<file path="config.mk">
export PLATFORM = sky130hd
export DESIGN_NAME = intr_trap_ctrl
export DESIGN_NICKNAME = d
export VERILOG_FILES = /design/src/rtl/intr_trap_ctrl.sv
export SDC_FILE = /design/constraint.sdc
export NUM_CORES = 1
export LEC_CHECK = 0
export CORE_ASPECT_RATIO = 0.8
export CORE_MARGIN = 4
export CORE_UTILIZATION = 57
export CTS_BUF_LIST = sky130_fd_sc_hd__clkbuf_16
export DETAILED_ROUTE_END_ITERATION = 10
export PLACE_DENSITY = 0.92
export SLEW_MARGIN = 20
export SYNTH_ARGS = -nofsm -noshare
export SYNTH_HDL_FRONTEND = slang
export SYNTH_SLANG_ARGS = --single-unit
export TNS_END_PERCENT = 20
</file>
<file path="constraint.sdc">
create_clock -name clk_i -period 5.7 [get_ports clk_i]
set_clock_uncertainty 0.05 [all_clocks]
set_input_delay 0.57 -clock clk_i [delete_from_list [all_inputs] [get_ports clk_i]]
set_output_delay 0.57 -clock clk_i [all_outputs]
set_load 0.02 [all_outputs]
</file>
<file path="src/rtl/intr_trap_ctrl.sv">
// External-interrupt trap sequencer: latches IRQ edges, round-robin arbitrates,
// drains the pipeline, then strobes trap entry to csr_regs and sequences MRET exit.
module intr_trap_ctrl #(
    parameter int NUM_SRC   = 8,
    parameter int ID_W      = 3,
    parameter int DRAIN_MAX = 16
) (
    input  logic               clk_i,
    input  logic               rst_ni,
    input  logic [NUM_SRC-1:0] irq_i,
    input  logic               mstatus_mie_i,
    input  logic               meie_i,
    input  logic               pipe_idle_i,
    input  logic               mret_i,
    output logic               stall_o,
    output logic               flush_o,
    output logic               e_intr_o,
    output logic               mret_o,
    output logic [NUM_SRC-1:0] irq_ack_o,
    output logic [ID_W-1:0]    claim_id_o,
    output logic               in_trap_o,
    output logic               drain_err_o
);

    localparam int CNT_W = (DRAIN_MAX > 1) ? $clog2(DRAIN_MAX) : 1;

    typedef enum logic [2:0] {
        IDLE,
        DRAIN,
        TAKE,
        HANDLER,
        RET
    } state_t;

    state_t             state;
    logic [NUM_SRC-1:0] pend;
    logic [NUM_SRC-1:0] irq_q;
    logic [NUM_SRC-1:0] grant_oh;
    logic [ID_W-1:0]    rr_ptr;
    logic [ID_W-1:0]    claim_id;
    logic [ID_W-1:0]    grant_idx;
    logic [ID_W-1:0]    cand;
    logic               grant_vld;
    logic [CNT_W-1:0]   drain_cnt;
    logic               drain_err;
    logic               take;

    assign take = (|pend) & mstatus_mie_i & meie_i;

    // Round-robin search starting just after the last granted source, wrapping around.
    always_comb begin
        grant_vld = 1'b0;
        grant_idx = '0;
        cand      = '0;
        for (int k = 0; k < NUM_SRC; k++) begin
            cand = ID_W'((32'(rr_ptr) + 32'(k) + 32'd1) % 32'(NUM_SRC));
            if (!grant_vld && pend[cand]) begin
                grant_vld = 1'b1;
                grant_idx = cand;
            end
        end
    end

    assign grant_oh = (state == TAKE && grant_vld) ? (NUM_SRC'(1) << grant_idx) : '0;

    assign stall_o     = (state == DRAIN) || (state == TAKE);
    assign flush_o     = (state == DRAIN);
    assign e_intr_o    = (state == TAKE) && grant_vld;
    assign mret_o      = (state == RET);
    assign irq_ack_o   = grant_oh;
    assign claim_id_o  = claim_id;
    assign in_trap_o   = (state == TAKE) || (state == HANDLER) || (state == RET);
    assign drain_err_o = drain_err;

    // A fresh edge on the same cycle as its ack keeps the source pending.
    always_ff @(posedge clk_i or negedge rst_ni) begin
        if (!rst_ni) begin
            state     <= IDLE;
            pend      <= '0;
            irq_q     <= '0;
            rr_ptr    <= ID_W'(NUM_SRC - 1);
            claim_id  <= '0;
            drain_cnt <= '0;
            drain_err <= 1'b0;
        end else begin
            irq_q <= irq_i;
            pend  <= (pend & ~grant_oh) | (irq_i & ~irq_q);
            case (state)
                IDLE: begin
                    if (take) begin
                        state     <= DRAIN;
                        drain_cnt <= '0;
                    end
                end
                DRAIN: begin
                    if (!take) begin
                        state <= IDLE;
                    end else if (pipe_idle_i) begin
                        state <= TAKE;
                    end else if (drain_cnt == CNT_W'(DRAIN_MAX - 1)) begin
                        state     <= TAKE;
                        drain_err <= 1'b1;
                    end else begin
                        drain_cnt <= drain_cnt + 1'b1;
                    end
                end
                TAKE: begin
                    if (grant_vld) begin
                        claim_id <= grant_idx;
                        rr_ptr   <= grant_idx;
                        state    <= HANDLER;
                    end else begin
                        state <= IDLE;
                    end
                end
                HANDLER: begin
                    if (mret_i) begin
                        state <= RET;
                    end
                end
                RET: begin
                    state <= IDLE;
                end
                default: begin
                    state <= IDLE;
                end
            endcase
        end
    end

endmodule
</file>
==> flow_summary.rst <==
.. list-table::
   :header-rows: 1

   * - Metric
     - Value
   * - Result of the run
     - finished, final reports clean
   * - Total internal power
     - a little over 800 uW
   * - Maximum achievable frequency
     - 178 MHz
   * - Hold path depth
     - 1
   * - Num CTS Buffers
     - 5
   * - Initial antenna violation count
     - 0
   * - Share of the synthesized area in the top cell type
     - approximately a quarter
   * - Count of TritonRoute iterations in the first routing pass
     - 5
   * - Violation count after the first detailed-routing iteration
     - 291
   * - Number of global-route vias before repair
     - roughly 2,400
   * - Areal power density over the cells
     - ~480 mW/mm2
   * - Shortest period the worst path allows
     - ~5.6 ns
   * - Post-layout total power
     - 1510 uW
   * - Post-synth EDFFs
     - 0
   * - Data required time at the worst endpoint
     - 5.08 ns
   * - Fraction of synthesized area in multiplexers
     - 19.8%
   * - Area overhead of the layout relative to synthesis
     - 19.8%
   * - Critical Path Sink Type
     - output port
   * - Cells after synthesis
     - 289
   * - Synth area leader
     - sky130_fd_sc_hd__dfrtp_1
   * - Synthesized net count
     - about 310
   * - Half-perimeter wire length after placement
     - roughly 5500 um
   * - Sequential element share of the synthesized area
     - approximately 29%
   * - Number of nets still failing antenna checks after routing
     - 0
   * - Sum of negative setup slack
     - 0 ns
   * - CTS H-tree depth
     - 2
   * - Share of the cycle needed by the critical path after routing
     - a little over nine tenths
   * - Clk Tree Root Cell
     - sky130_fd_sc_hd__clkbuf_16
   * - Mean Syn Cell Area
     - between 9 and 10 um2
   * - Filler Cell Count
     - 316
   * - Part of the total power dissipated in sequential elements
     - 22.1%
   * - Routed WL
     - approximately 7500 um
   * - Final routed wire length divided by cell count
     - ~20 um
   * - Least-Margin Pin Slew
     - approximately 0.77 ns
   * - Clock latency at the later pin of the worst-skew pair
     - between 0.2 and 0.3 ns
   * - Net switching power figure
     - between 700 and 800 uW
   * - Unrepaired setup endpoints after global routing
     - yes
   * - Number of synthesized register bits
     - 30
   * - Die area
     - 0.00578 mm2
   * - Worst IR Drop VDD
     - about 0.27 mV
   * - Wire length of the first global-routing pass
     - between 10,000 and 15,000 um
   * - Setup slack of the worst register-to-register path
     - about 1.2 ns
   * - Routed vias
     - ~2,600
   * - Cell types with the highest counts after synthesis
     - sky130_fd_sc_hd__dfrtp_1 (27), sky130_fd_sc_hd__nor2_1 (26), sky130_fd_sc_hd__inv_1 (22), sky130_fd_sc_hd__nand2_1 (17), sky130_fd_sc_hd__clkbuf_1 (15)
   * - Pin count of the biggest net entering global routing
     - 31
   * - Placeable Area
     - 0.00431 mm2
   * - Post-Route Utilization
     - roughly three quarters
   * - Cell with the most instances after synthesis
     - sky130_fd_sc_hd__dfrtp_1
   * - Die Wd
     - 84.0 um
   * - Area share of and/or/nand/nor cells after synthesis
     - between 20% and 30%
   * - Number of buffers inserted by port buffering
     - 30
   * - Initial standard-cell utilization of the core
     - roughly three fifths
   * - Number of warnings issued by yosys
     - 0
   * - Worst hold start
     - drain_err_o
   * - TritonCTS clock tree
     - yes
   * - Placement Rows
     - 21
   * - Die Y
     - approximately 70 um
   * - Clock transition time at the flip-flop clock pins of the worst setup and hold paths
     - about 0.050 ns
   * - Ys flop type
     - sky130_fd_sc_hd__dfrtp_1
   * - Clock Sinks
     - 30
   * - Leak pwr
     - 0.00125 uW
   * - GRT Util Overall
     - a little over a quarter
   * - Share of post-route cells with drive strength above 1
     - between 10% and 20%
   * - Count of buffers added by post-CTS timing repair for setup
     - 0
   * - Crit path arrival time
     - between 5 and 6 ns
   * - Slew Viols, Final
     - 0
   * - Class of the worst hold path
     - reg2reg
   * - I/O pins
     - 31
   * - Post-synthesis share of cell area spent on xor and xnor gates
     - 1.95%
   * - Post-layout worst setup margin
     - about 0.071 ns
   * - Critical path launch point type
     - register
   * - Maximum fanout count along the critical path
     - 12
   * - Global placement routability congestion
     - about 1
   * - Final setup violating endpoints
     - 0
   * - Post-synthesis cell area
     - roughly 0.0026 mm2
   * - Overflow left after global routing
     - 0
   * - Leading cell types by total area after synthesis
     - sky130_fd_sc_hd__dfrtp_1 (26%), sky130_fd_sc_hd__mux4_2 (11%), sky130_fd_sc_hd__nor2_1 (3.7%)
   * - Count of cells along the worst register-to-register path
     - 11
   * - Post-route DRC
     - 0
   * - Pre-CTS setup slack
     - around 0.31 ns
   * - Final std cells w/o fill
     - roughly 380
   * - Logic pwr share
     - about three fifths
   * - Main combinational cell family by area after synthesis
     - simple AND/OR/NAND/NOR gates
   * - Ant. Diodes
     - 0
   * - Endpoint of the worst-slack reg-to-reg timing path
     - pend[1]
   * - Clock tree buffer depth
     - 2
   * - Max Cap Viol
     - 0
   * - Sw frac
     - between 40% and 50%
   * - Total number of nets in the final design
     - 335
   * - Worst hold path endpoint
     - drain_err_o
   * - Compound-Gate Fraction of Synth Area
     - between 20% and 30%
   * - Adder and majority cell fraction of the synthesized area
     - under 10%
   * - Placed Cells
     - roughly 370
   * - Proportion of synthesized flip-flops having asynchronous set or reset
     - between 90% and 100%
   * - Slew HR
     - 48.5%
   * - Critical path start-end classification
     - reg2out
   * - Post-synth cell types
     - 60
   * - Vias per inst
     - 6.91
   * - Number of failing hold endpoints at the final stage
     - 0
   * - Part of the power in the clock network
     - between 15 and 20%
   * - Critical register-to-register path startpoint
     - rr_ptr[1]
## flip-flops by register name (all words and copies together), names as in the netlist
signal       flops
drain_cnt        4
claim_id_o       3
pend             8
irq_q            8
state            3
rr_ptr           3
drain_err_o      1
## what timing repair did
item / in CTS / in global routing
endpoints found under the setup margin: 2 / 8
hold buffers: 0 / 0
gates resized for setup: 1 / 4
## worst max path at each step
stage          cells past startpoint           end  slack, ns      start
2_1_floorplan                     11  irq_ack_o[1]       0.92  rr_ptr[1]
3_3_place_gp                      12  irq_ack_o[3]       0.44  rr_ptr[1]
3_5_place_dp                      12  irq_ack_o[3]       0.31  rr_ptr[1]
4_1_cts                           12  irq_ack_o[3]       0.04  rr_ptr[1]
5_1_grt                           12  irq_ack_o[1]      -0.11  rr_ptr[1]
6_report                          12  irq_ack_o[1]       0.07  rr_ptr[1]
## cell type report
type / count / area [um2] / area share, %
Multi-Input combinational cell: 217 / 1720 / 54.5
Sequential cell: 30 / 754 / 23.9
Timing Repair Buffer: 40 / 380 / 12.1
Clock buffer: 5 / 125 / 3.97
Inverter: 23 / 86.3 / 2.74
Tap cell: 57 / 71.3 / 2.26
Clock inverter: 3 / 16.3 / 0.516
## power by group through the flow
| stage | clock network [uW] | logic (uW) | registers (uW) |
|---|---|---|---|
| 6_report | 251 | 923 | 333 |
| 2_1_floorplan | 0 | 664 | 297 |
| 3_5_place_dp | 0 | 888 | 334 |
| 4_1_cts | 252 | 898 | 330 |
| 5_1_grt | 264 | 1000 | 341 |
| 3_3_place_gp | 0 | 864 | 329 |
## per-stage QoR
stage	hold slack, ns	instance area [um2]
2_1_floorplan	0.224	2630
4_1_cts	0.424	3140
3_5_place_dp	0.413	3000
3_3_place_gp	0.404	3000
6_report	0.424	3150
5_1_grt	0.439	3150
## critical path, stage by stage (launching register included)
cell and delay (ns):
sky130_fd_sc_hd__dfstp_2 0.65, sky130_fd_sc_hd__inv_1 0.14, sky130_fd_sc_hd__ha_2 0.45, sky130_fd_sc_hd__buf_4 0.24
sky130_fd_sc_hd__mux4_2 0.43, sky130_fd_sc_hd__or2_0 0.25, sky130_fd_sc_hd__mux4_2 0.52, sky130_fd_sc_hd__or3_4 0.42
sky130_fd_sc_hd__a311oi_2 0.33, sky130_fd_sc_hd__a311oi_2 0.13, sky130_fd_sc_hd__or3_4 0.45, sky130_fd_sc_hd__nor2_1 0.10
sky130_fd_sc_hd__clkdlybuf4s50_1 0.61
## cell usage in the layout (no fill, tap or decap), types with 3 or more instances in the layout
cell	n
sky130_fd_sc_hd__a21oi_1	9
sky130_fd_sc_hd__a221o_1	7
sky130_fd_sc_hd__a311o_1	3
sky130_fd_sc_hd__a32oi_1	3
sky130_fd_sc_hd__and3_1	7
sky130_fd_sc_hd__buf_4	10
sky130_fd_sc_hd__clkbuf_16	5
sky130_fd_sc_hd__clkdlybuf4s50_1	28
sky130_fd_sc_hd__dfrtp_1	27
sky130_fd_sc_hd__dfstp_2	3
sky130_fd_sc_hd__ha_1	3
sky130_fd_sc_hd__inv_1	22
sky130_fd_sc_hd__mux2_2	8
sky130_fd_sc_hd__mux2i_1	9
sky130_fd_sc_hd__mux4_2	14
sky130_fd_sc_hd__nand2_1	17
sky130_fd_sc_hd__nand2b_1	5
sky130_fd_sc_hd__nand3_1	12
sky130_fd_sc_hd__nor2_1	26
sky130_fd_sc_hd__nor2b_1	10
sky130_fd_sc_hd__nor3_1	7
sky130_fd_sc_hd__nor4_1	3
sky130_fd_sc_hd__o211ai_1	4
sky130_fd_sc_hd__o21ai_0	8
sky130_fd_sc_hd__o21bai_1	3
sky130_fd_sc_hd__o221ai_1	4
sky130_fd_sc_hd__o22ai_1	3
sky130_fd_sc_hd__o31a_1	3
sky130_fd_sc_hd__o31ai_1	3
sky130_fd_sc_hd__or2_0	3
sky130_fd_sc_hd__or3_1	4
## routing by layer
layer  GRT usage (%)  wire (um)
met1            36.7       3150
met2            42.5       3390
met3            9.26        851
met4            7.83        112
met5               0          0
## kinds of logic (layout without fill, tap and decap cells)
kind of cell    Yosys count  count (layout)
flops                    30              30
xor+xnor                  5               5
mux                      33              33
simple gates            106             106
fa+ha+maj                 4               4
buf+inv                  42              71
compound gates           69              69
Note: power is estimated with default switching activity, not from simulation.
